`src/rtl/div32_seq_pkg.sv`:
```
// Shared definitions for the sequential MIPS DIV/DIVU divider.
package div32_seq_pkg;

  typedef enum logic [1:0] {
    DIV_IDLE = 2'd0,
    DIV_CALC = 2'd1,
    DIV_FIX  = 2'd2
  } div_state_t;

  localparam int unsigned DIV_ITER = 32;
  localparam logic [31:0] DIV_DZ_Q = 32'hFFFF_FFFF;

endpackage

```
`src/rtl/cla32.sv`:
```
// 32-bit adder: ripple inside 4-bit groups, lookahead carry between groups.
module cla32 (
  input  logic [31:0] a,
  input  logic [31:0] b,
  input  logic        ci,
  output logic [31:0] s,
  output logic        co
);

  logic [31:0] g;
  logic [31:0] p;
  logic [31:0] c;
  logic [8:0]  gc;

  always_comb begin
    g  = a & b;
    p  = a ^ b;
    c  = '0;
    gc = '0;
    gc[0] = ci;
    for (int unsigned k = 0; k < 8; k++) begin
      c[4*k] = gc[k];
      for (int unsigned j = 1; j < 4; j++) begin
        c[4*k+j] = g[4*k+j-1] | (p[4*k+j-1] & c[4*k+j-1]);
      end
      gc[k+1] = g[4*k+3]
              | (p[4*k+3] & g[4*k+2])
              | (p[4*k+3] & p[4*k+2] & g[4*k+1])
              | (p[4*k+3] & p[4*k+2] & p[4*k+1] & g[4*k])
              | (p[4*k+3] & p[4*k+2] & p[4*k+1] & p[4*k] & gc[k]);
    end
    s  = p ^ c;
    co = gc[8];
  end

endmodule

```
`src/rtl/div32_seq.sv`:
```
// Restoring divider for MIPS DIV/DIVU: one quotient bit per cycle, HI=r, LO=q.
module div32_seq
  import div32_seq_pkg::*;
#(
  parameter int unsigned WIDTH = 32
) (
  input  logic             clk,
  input  logic             clrn,
  input  logic             start,
  input  logic             sign,
  input  logic [WIDTH-1:0] a,
  input  logic [WIDTH-1:0] b,
  output logic             busy,
  output logic             ready,
  output logic [WIDTH-1:0] q,
  output logic [WIDTH-1:0] r
);

  localparam logic [5:0] ITER_CNT = 6'(DIV_ITER);

  div_state_t       state;
  logic [5:0]       cnt;
  logic             neg_q;
  logic             neg_r;
  logic             dz;
  logic [WIDTH-1:0] a_orig;
  logic [WIDTH-1:0] bmag;
  logic [WIDTH-1:0] rem;
  logic [WIDTH-1:0] dvd;

  logic [WIDTH:0]   shifted;
  logic [WIDTH-1:0] trial;
  logic             co;
  logic             no_borrow;
  logic [WIDTH-1:0] next_rem;

  // Trial subtraction: shifted - |b| as shifted + ~|b| + 1; carry-out means no borrow.
  cla32 u_sub (
    .a  (shifted[WIDTH-1:0]),
    .b  (~bmag),
    .ci (1'b1),
    .s  (trial),
    .co (co)
  );

  always_comb begin
    shifted   = {rem, dvd[WIDTH-1]};
    no_borrow = co | shifted[WIDTH];
    next_rem  = no_borrow ? trial : shifted[WIDTH-1:0];
  end

  always_ff @(posedge clk) begin
    if (!clrn) begin
      state  <= DIV_IDLE;
      cnt    <= '0;
      busy   <= 1'b0;
      ready  <= 1'b0;
      q      <= '0;
      r      <= '0;
      neg_q  <= 1'b0;
      neg_r  <= 1'b0;
      dz     <= 1'b0;
      a_orig <= '0;
      bmag   <= '0;
      rem    <= '0;
      dvd    <= '0;
    end else begin
      ready <= 1'b0;
      case (state)
        DIV_IDLE: begin
          if (start) begin
            neg_q  <= sign & (a[WIDTH-1] ^ b[WIDTH-1]);
            neg_r  <= sign & a[WIDTH-1];
            dz     <= (b == '0);
            a_orig <= a;
            dvd    <= (sign && a[WIDTH-1]) ? -a : a;
            bmag   <= (sign && b[WIDTH-1]) ? -b : b;
            rem    <= '0;
            cnt    <= '0;
            busy   <= 1'b1;
            state  <= DIV_CALC;
          end
        end
        DIV_CALC: begin
          // 32 iterations, then one settle cycle keeps the fixed 34-cycle latency.
          if (cnt < ITER_CNT) begin
            rem <= next_rem;
            dvd <= {dvd[WIDTH-2:0], no_borrow};
            cnt <= cnt + 6'd1;
          end else begin
            state <= DIV_FIX;
          end
        end
        DIV_FIX: begin
          if (dz) begin
            q <= DIV_DZ_Q;
            r <= a_orig;
          end else begin
            q <= neg_q ? -dvd : dvd;
            r <= neg_r ? -rem : rem;
          end
          busy  <= 1'b0;
          ready <= 1'b1;
          state <= DIV_IDLE;
        end
        default: state <= DIV_IDLE;
      endcase
    end
  end

endmodule
```
`config.mk`:
```
export PLATFORM = sky130hd
export DESIGN_NAME = div32_seq
export DESIGN_NICKNAME = d
export VERILOG_FILES = /design/src/rtl/div32_seq_pkg.sv /design/src/rtl/cla32.sv /design/src/rtl/div32_seq.sv
export SDC_FILE = /design/constraint.sdc
export NUM_CORES = 1
export LEC_CHECK = 0
export CAP_MARGIN = 20
export CORE_MARGIN = 4
export CORE_UTILIZATION = 57
export CTS_CLUSTER_DIAMETER = 150
export DETAILED_ROUTE_END_ITERATION = 16
export GPL_ROUTABILITY_DRIVEN = 0
export GPL_TIMING_DRIVEN = 0
export PLACE_DENSITY = 0.81
export SYNTH_ARGS = -nofsm -noshare
export SYNTH_HDL_FRONTEND = slang
export SYNTH_HIERARCHICAL = 1
export SYNTH_SLANG_ARGS = --single-unit
```
`constraint.sdc`:
```
create_clock -name clk -period 4 [get_ports clk]
set_input_delay 1.2 -clock clk [delete_from_list [all_inputs] [get_ports clk]]
set_output_delay 1.2 -clock clk [all_outputs]
set_load 0.005 [all_outputs]
```
* After elaboration in Yosys (flattened, before gate mapping)
Cells that the tools add are included.
** Storage, ports and cells
- Register bits :: 205
- Output and inout port bits :: 66
- Word-level logic and storage cells :: 198
** Cells by class
- $add $sub $neg :: 5
- $lt $le $gt $ge :: 1
- Equality and inequality tests :: 5
- Mux-type cells :: 22
- Bitwise logic cells :: 142
- Reduce and logical (&&, ||, !) cells :: 10
** Operators with widths (count)
- $mux W32 :: 11
- $neg A32 Y32 :: 4
- $pmux W32 S2 :: 2
- $and A1 B1 Y1 :: 80
- $xor A32 B32 Y32 :: 2
- $or A1 B1 Y1 :: 57
- $and A32 B32 Y32 :: 1
- $logic_not A32 Y1 :: 1
- $not A32 Y32 :: 1
- $mux W6 :: 2
- $pmux W6 S2 :: 1
- $add A6 B1 Y6 const B :: 1
- $lt A6 B6 Y1 const B :: 1
- $ne A2 B2 Y1 const B :: 3
- $reduce_and A2 Y1 :: 3
- $mux W2 :: 2
- $pmux W2 S2 :: 1
- $reduce_bool A2 Y1 :: 2
- $reduce_and A3 Y1 :: 1
- $eq A2 B1 Y1 const B :: 1
- $eq A2 B2 Y1 const B :: 1
- $logic_and A1 B1 Y1 :: 2
- $logic_not A2 Y1 :: 1
- $mux W1 :: 2
- 2 further kinds :: 2

* Longest topological paths before layout
Gate-level depths: netlist of the first run.
- Depth after elaboration :: 29
- Gate-level depth with buffers :: 15
- Depth with buffers taken out :: 15

* By module
The synthesis of the first run kept the hierarchy.
** Modules (own cells, without submodules)
- div32_seq :: times used 1, cells each 1436, area each 10707.8 sq um, sequential area each 4103.9 sq um
- cla32 :: times used 1, cells each 144, area each 1401.3 sq um, sequential area each 0.0 sq um

* Worst setup path after synthesis of the first run
OpenSTA, ideal clock, no wires.
- Path type :: input to register
- From :: input port a[5]
- To :: register dvd[27]
- Data arrival time :: 3.204 ns
- Required time :: 3.868 ns
- Setup slack :: 0.664 ns
- Stages :: 7
- Path buffers :: 1
- Cell sequence :: or4_1 buf_2 or4_1 or3_4 o41ai_2 xor2_1 o22ai_1
** On the way
- Word-level cells in the longest chain between the ends :: 4
** Ends and longest elaborated chain
- start: declaration :: RTL line div32_seq.sv:11 : input logic [WIDTH-1:0] a,
- $neg A32 Y32 :: RTL line div32_seq.sv:76 : dvd <= (sign && a[WIDTH-1]) ? -a : a;
- $mux W32 :: RTL line div32_seq.sv:76
- $mux W32 :: RTL line div32_seq.sv:71 : if (start) begin
- $pmux W32 S2 :: RTL line div32_seq.sv:69 : case (state)
- end signal: assignment :: RTL line div32_seq.sv:76
- end signal: assignment :: RTL line div32_seq.sv:88 : dvd <= {dvd[WIDTH-2:0], no_borrow};
- end: declaration :: RTL line div32_seq.sv:29 : logic [WIDTH-1:0] dvd;
No other way between the ends. The select of a mux whose other input is x is not followed.
A chain may end at the register's enable or synchronous reset.

* Final worst setup path of the first run
- From :: input port start
- To :: register a_orig[30]
** On the way
- Word-level cells in the longest chain between the ends :: 1
** Ends and longest elaborated chain
- start: declaration :: RTL line div32_seq.sv:9 : input logic start,
- $reduce_and A2 Y1 (no line)
- end signal: assignment :: RTL line div32_seq.sv:63 : a_orig <= '0;
- end signal: assignment :: RTL line div32_seq.sv:75 : a_orig <= a;
- end: declaration :: RTL line div32_seq.sv:26 : logic [WIDTH-1:0] a_orig;
No other way between the ends.

==> flow_summary.json, run 1 <==
{
  "min_period_ns": 3.85,
  "synth.largest_area_cell": "dfxtp_1",
  "path_common_cell": "clkbuf_1",
  "slew_violations": 0,
  "grt_pass1_vias": 12200,
  "clk_pin_slew_ns": 0.06,
  "critPathArrivalTime_ns": 4.30,
  "drc": 0,
  "pwr-share-seq_pct": 36.5,
  "regArea_mm2": 0.00410,
  "power_frac_clock_pct": 34.1,
  "cts-hold-fix-buffers": 0,
  "start_util_pct": 57.8,
  "synth_edf_count": 0,
  "clock_skew_ns": 0.0157,
  "area_delta_synth_final_pct": 20.6,
  "drt_iter0_drc": 1656,
  "cts_buffer_depth": 3,
  "wl_per_cell_um": 20.8,
  "synthCells": 1580,
  "fp.coreArea_mm2": 0.0210,
  "die_area_mm2": 0.0236,
  "crit_type": "in2reg",
  "antenna_cells": 0,
  "synth_top_area_share_pct": 33.9,
  "dp_slack_ns": -0.520,
  "h-tree-depth": 1,
  "clk_latency_ns": 0.52,
  "worst_pin_slew_ns": 0.943,
  "drt-vias-per-instance": 6.29,
  "grt_pass1_wl_um": 65500,
  "crit_path_cell_trace": "clkdlybuf4s50_1 > nand2b_1 > a21o_1 > clkbuf_1 > nor2_2 > clkbuf_1 > buf_1 > nand2_1 > a21oi_1",
  "intPower_uw": 4200,
  "hpwl_um": 31800,
  "async_flop_share_pct": 0,
  "ys_seq_area_share_pct": 33.9,
  "endpoint_kind": "register",
  "min_period_over_period_pct": 96.3,
  "synth_common_cells": "223 x nand2_1, 216 x a21oi_1, 205 x dfxtp_1, 126 x nor2_1, 117 x o21ai_0",
  "fillers": 1743,
  "netSwitchingPower_uw": 2220,
  "swShare_pct": 34.6,
  "drt_wl_total_um": 42300,
  "die_w_um": 154,
  "p_leak_uw": 0.00535,
  "ctsRootBufferMaster": "clkbuf_16",
  "port_buffers": 132,
  "setup_viol": 0,
  "cts_tree": "yes",
  "hold_violations": 0,
  "syn_avg_cell_area_um2": 7.66,
  "yosys-top-cells-area": "dfxtp_1 34%, a21oi_1 8.9%, nand2_1 6.9%",
  "pwr-share-comb_pct": 29.4,
  "ios": 134,
  "layout.nets": 1868,
  "cp-start-kind": "input pin",
  "dominantRegCellSynth": "dfxtp_1",
  "max_slew_margin_pct": 36.6,
  "cts-buffers-inserted": 22,
  "syn_area_mm2": 0.0121,
  "finalWorstSetupSlack_ns": 0.147,
  "ys_ff_latch": 205,
  "rows": 53,
  "outcome": "finished clean",
  "vias": 12800,
  "first_pass_iters": 8,
  "fmax_ghz": 0.260,
  "design_area_mm2": 0.0146,
  "drive_above_1_share_pct": 3.25,
  "maxCapViolations": 0,
  "crit_fanout": 10,
  "globalRouteOverflowTotal": 0,
  "crit_family": "buffers and inverters",
  "grt_max_degree": 15,
  "ir_drop_mv": 0.267,
  "synth_most_common_cell": "nand2_1",
  "die_y_um": 154,
  "power_density_mw_per_mm2": 440,
  "grt_use_total_pct": 34.4,
  "antenna_found_initial": 0,
  "synth-warning-count": 6,
  "rsz0062_at_grt": "false",
  "required_ns": 4.44,
  "place_area_mm2": 0.0138,
  "hp-class": "reg2reg",
  "crit_path_top_delay_cell": "nor2_2",
  "clock-sinks": 205,
  "drtAntennaViolNets": 0,
  "worst-path-buf-inv": 4,
  "synthDistinctLibCells": 64,
  "dp_cells": 1988,
  "multi_input_area_mm2": 0.00738,
  "instances_no_fill": 2028,
  "slowest_delay_ns": 0.60,
  "post-cts-setup-buffers": 0
}
worst paths after layout:
check                                        startpoint                       to  slack, ns  cells after the start
worst max-delay path                              start  a_orig[30]$_SDFFE_PN0P_       0.15                      9
worst min-delay path            a_orig[28]$_SDFFE_PN0P_  a_orig[28]$_SDFFE_PN0P_       0.46                      2
worst max register to register      rem[2]$_SDFFE_PN0P_     rem[23]$_SDFFE_PN0P_       0.23                     14
worst min register to register  a_orig[28]$_SDFFE_PN0P_  a_orig[28]$_SDFFE_PN0P_       0.46                      2
kinds of logic (layout without fill, tap and decap cells):
logic type / Yosys count / count (layout) / share of synthesized area, %
other cells: 1 / 2 / 0.0310
xor+xnor: 118 / 118 / 8.53
fa+ha+maj: 61 / 61 / 7.79
simple gates: 540 / 540 / 20.7
flops: 205 / 205 / 33.9
compound gates: 462 / 462 / 22.1
mux: 18 / 18 / 1.51
buf+inv: 175 / 347 / 5.43
metrics by stage:
stage	util [%]	hold WS [ns]	power (µW)	setup TNS, ns
4_1_cts	69.5	0.454	6330	0
3_5_place_dp	65.8	0.445	4180	-9.10
3_3_place_gp	65.8	0.440	4120	-7.10
5_1_grt	69.7	0.477	6680	0
2_1_floorplan	-	0.431	3600	0
6_report	69.7	0.458	6420	0
registers in the layout, summed over array words and instances (netlist names):
signal,count
state,2
bmag,32
rem,32
q,32
a_orig,32
busy,1
ready,1
dz,1
neg_q,1
neg_r,1
r,32
cnt,6
dvd,32
cell type report:
cell class | count | share of cell area, %
Multi-Input combinational cell | 1201 | 50.6
Sequential cell | 205 | 28.1
Timing Repair Buffer | 134 | 9.16
Clock buffer | 31 | 4.49
Buffer | 107 | 2.76
Tap cell | 275 | 2.36
Inverter | 68 | 1.75
Clock inverter | 7 | 0.806
layout by cell type (no fill, tap or decap), types with 13 or more instances in the layout:
| cell type | instances |
|---|---|
| clkbuf_16 | 23 |
| fa_1 | 24 |
| nor3_1 | 18 |
| nor4_1 | 18 |
| clkdlybuf4s50_1 | 132 |
| inv_1 | 68 |
| nand2b_1 | 16 |
| xnor2_1 | 45 |
| xor2_1 | 73 |
| nand3_1 | 46 |
| o21ai_0 | 117 |
| dfxtp_1 | 205 |
| a211oi_1 | 13 |
| nand2_1 | 223 |
| a21oi_1 | 216 |
| or3_1 | 15 |
| mux2i_1 | 16 |
| buf_1 | 15 |
| clkbuf_1 | 94 |
| a31oi_1 | 13 |
| nor2_1 | 125 |
| o41ai_1 | 13 |
| o31ai_1 | 25 |
| or4_1 | 18 |
| ha_1 | 37 |
metal layers:
metal	track usage, %	part of all wire, %	vias to the layer above
met3	6.81	12	148
met1	43.5	37	5941
met2	55.3	45	831
met4	18.8	5.9	0
met5	0	0	-
li1	-	-	5838
tightest hold or removal path: cells and delay by family, from the launching register on:
| family | cells | cell delay (ns) |
|---|---|---|
| DFF | 1 | 0.31 |
| and+or+nand+nor | 1 | 0.05 |
| AOI/OAI and AO/OA | 1 | 0.05 |
power groups by stage:
stage          registers [µW]  clock network, µW  logic, µW
6_report                 2340               2190       1890
5_1_grt                  2360               2280       2050
4_1_cts                  2330               2180       1820
3_5_place_dp             2380                  0       1800
3_3_place_gp             2370                  0       1750
2_1_floorplan            2320                  0       1280
repair_timing:
action / 4_1_cts / 5_1_grt
gates resized for setup: 2 / 4
pin swaps: 0 / 0
endpoints found under the hold margin: 0 / 0
setup endpoints to repair: 3 / 13
(Power assumes the default switching activity.)
==> run 2: changes to the inputs <==
CTS_BUF_LIST = sky130_fd_sc_hd__clkbuf_16   (was unset)
TNS_END_PERCENT = 100   (was unset)
==> flow_summary.json, run 2 (synthesis results as in run 1) <==
{
  "crit_fanout": 10,
  "crit_path_top_delay_cell": "nor2_2",
  "area_delta_synth_final_pct": 20.2,
  "antenna_found_initial": 0,
  "drive_above_1_share_pct": 2.97,
  "hold_violations": 0,
  "hpwl_um": 31800,
  "ir_drop_mv": 0.269,
  "antenna_cells": 0,
  "cts_tree": "yes",
  "grt_max_degree": 15,
  "crit_family": "buffers and inverters",
  "hp-class": "reg2reg",
  "intPower_uw": 4100,
  "layout.nets": 1868,
  "whs_ns": 0.457,
  "cp-start-kind": "input pin",
  "fp.coreArea_mm2": 0.0210,
  "vias": 12800,
  "clock-sinks": 205,
  "dp_cells": 1988,
  "ios": 134,
  "swShare_pct": 35.1,
  "die_area_mm2": 0.0236,
  "min_period_ns": 3.86,
  "cts-buffers-inserted": 22,
  "drc": 0,
  "die_w_um": 154,
  "port_buffers": 132,
  "drt-vias-per-instance": 6.33,
  "slowest_delay_ns": 0.60,
  "cts_buffer_depth": 3,
  "timing.rr.start": "rem[2]$_SDFFE_PN0P_",
  "fmax_ghz": 0.259,
  "grt_pass1_vias": 12100,
  "slew_violations": 0,
  "min_period_over_period_pct": 96.5,
  "hold-path-endpoint": "a_orig[28]$_SDFFE_PN0P_",
  "r2r_slack_ns": 0.26,
  "final_common_cell": "nand2_1",
  "clk_pin_slew_ns": 0.06,
  "setup_viol": 0,
  "power_density_mw_per_mm2": 434,
  "drtAntennaViolNets": 0,
  "crit_path_start": "start",
  "power_frac_clock_pct": 33.0,
  "instances_no_fill": 2028,
  "clock_skew_ns": 0.0161,
  "reg2reg_depth": 14,
  "worstHoldPathCells": 2,
  "drt_iter0_drc": 1654,
  "layout_common_cells": "223 x nand2_1, 216 x a21oi_1, 205 x dfxtp_1",
  "worst-path-buf-inv": 4,
  "crit_type": "in2reg",
  "endpoint_kind": "register",
  "required_ns": 4.44,
  "first_pass_iters": 8,
  "ctsRootBufferMaster": "clkbuf_16",
  "min_from": "a_orig[28]$_SDFFE_PN0P_",
  "netSwitchingPower_uw": 2220,
  "total_power_uw": 6310,
  "grt_pass1_wl_um": 65200,
  "grt_use_total_pct": 34.1,
  "critPathArrivalTime_ns": 4.30,
  "crit_path_cell_trace": "clkdlybuf4s50_1 > nand2b_1 > a21o_1 > clkbuf_1 > nor2_2 > clkbuf_1 > buf_1 > nand2_1 > a21oi_1",
  "cts-hold-fix-buffers": 0,
  "globalRouteOverflowTotal": 0,
  "rows": 53,
  "clk_latency_ns": 0.52,
  "maxCapViolations": 0,
  "r2r_end": "rem[23]$_SDFFE_PN0P_",
  "wl_per_cell_um": 20.7,
  "worst_pin_slew_ns": 0.982,
  "path_common_cell": "clkbuf_1",
  "drt_wl_total_um": 42000,
  "die_y_um": 154,
  "max_slew_margin_pct": 33.9,
  "final_core_util_pct": 69.4,
  "start_util_pct": 57.8,
  "h-tree-depth": 1,
  "rsz0062_at_grt": "false",
  "pwr-share-comb_pct": 29.9,
  "pwr-share-seq_pct": 37.1,
  "p_leak_uw": 0.00533,
  "outcome": "finished clean"
}
==> run 2: metrics by stage <==
stage,area (µm²),TNS [ns],worst slack [ns]
after floorplan,12100,0,0.664
after global placement,13800,-7.10,-0.483
after detailed placement,13800,-9.10,-0.520
after CTS,14500,0,0.0986
after global routing,14600,0,0.0801
final,14600,0,0.138
==> run 2: what timing repair did <==
item,4_1_cts,5_1_grt
hold endpoints to repair,0,0
setup buffers,0,0
setup endpoints to repair,3,13
resized for setup,2,4
gates cloned,0,0
==> run 2: how the worst max path moves through the flow <==
stage | endpoint | slack (ns) | cells after the start
2_1_floorplan | dvd[27]$_SDFFE_PN0P_ | 0.66 | 7
3_3_place_gp | dvd[28]$_SDFFE_PN0P_ | -0.48 | 10
3_5_place_dp | dvd[28]$_SDFFE_PN0P_ | -0.52 | 10
4_1_cts | a_orig[30]$_SDFFE_PN0P_ | 0.1 | 9
5_1_grt | dvd[28]$_SDFFE_PN0P_ | 0.08 | 10
6_report | a_orig[30]$_SDFFE_PN0P_ | 0.14 | 9
==> run 2: power by group through the flow <==
stage	combinational, µW	sequential, µW	clock (µW)
3_5_place_dp	1800	2380	0
3_3_place_gp	1750	2370	0
5_1_grt	2040	2360	2170
2_1_floorplan	1280	2320	0
4_1_cts	1820	2330	2070
6_report	1890	2340	2080
==> run 2: layer usage <==
layer / vias to the layer above / share of wire, % / GRT usage, %
li1: 5835 / - / -
met2: 829 / 44 / 54.4
met4: 0 / 6.3 / 19.1
met5: - / 0 / 0
met1: 6013 / 38 / 43.4
met3: 170 / 12 / 6.81
==> run 2: worst register-to-register path: stages, from the launching register on <==
cell and delay (ns):
dfxtp_1 0.56, ha_1 0.34, nand3_1 0.10, nor2_1 0.07
o31ai_4 0.37, nand3_1 0.19, a21o_1 0.22, fa_1 0.41
fa_1 0.40, fa_1 0.39, xor2_1 0.20, nand2_1 0.08
a21oi_1 0.17, a21oi_1 0.06, nor2_1 0.11
==> run 2: cell type report <==
type | count | area (µm²)
inverter | 68 | 255
fill | 1749 | 6400
multi-input combinational | 1201 | 7380
sequential | 205 | 4100
clock buffer | 23 | 576
timing repair buffer | 134 | 1340
buffer | 107 | 403
tap | 275 | 344
clock inverter | 15 | 148
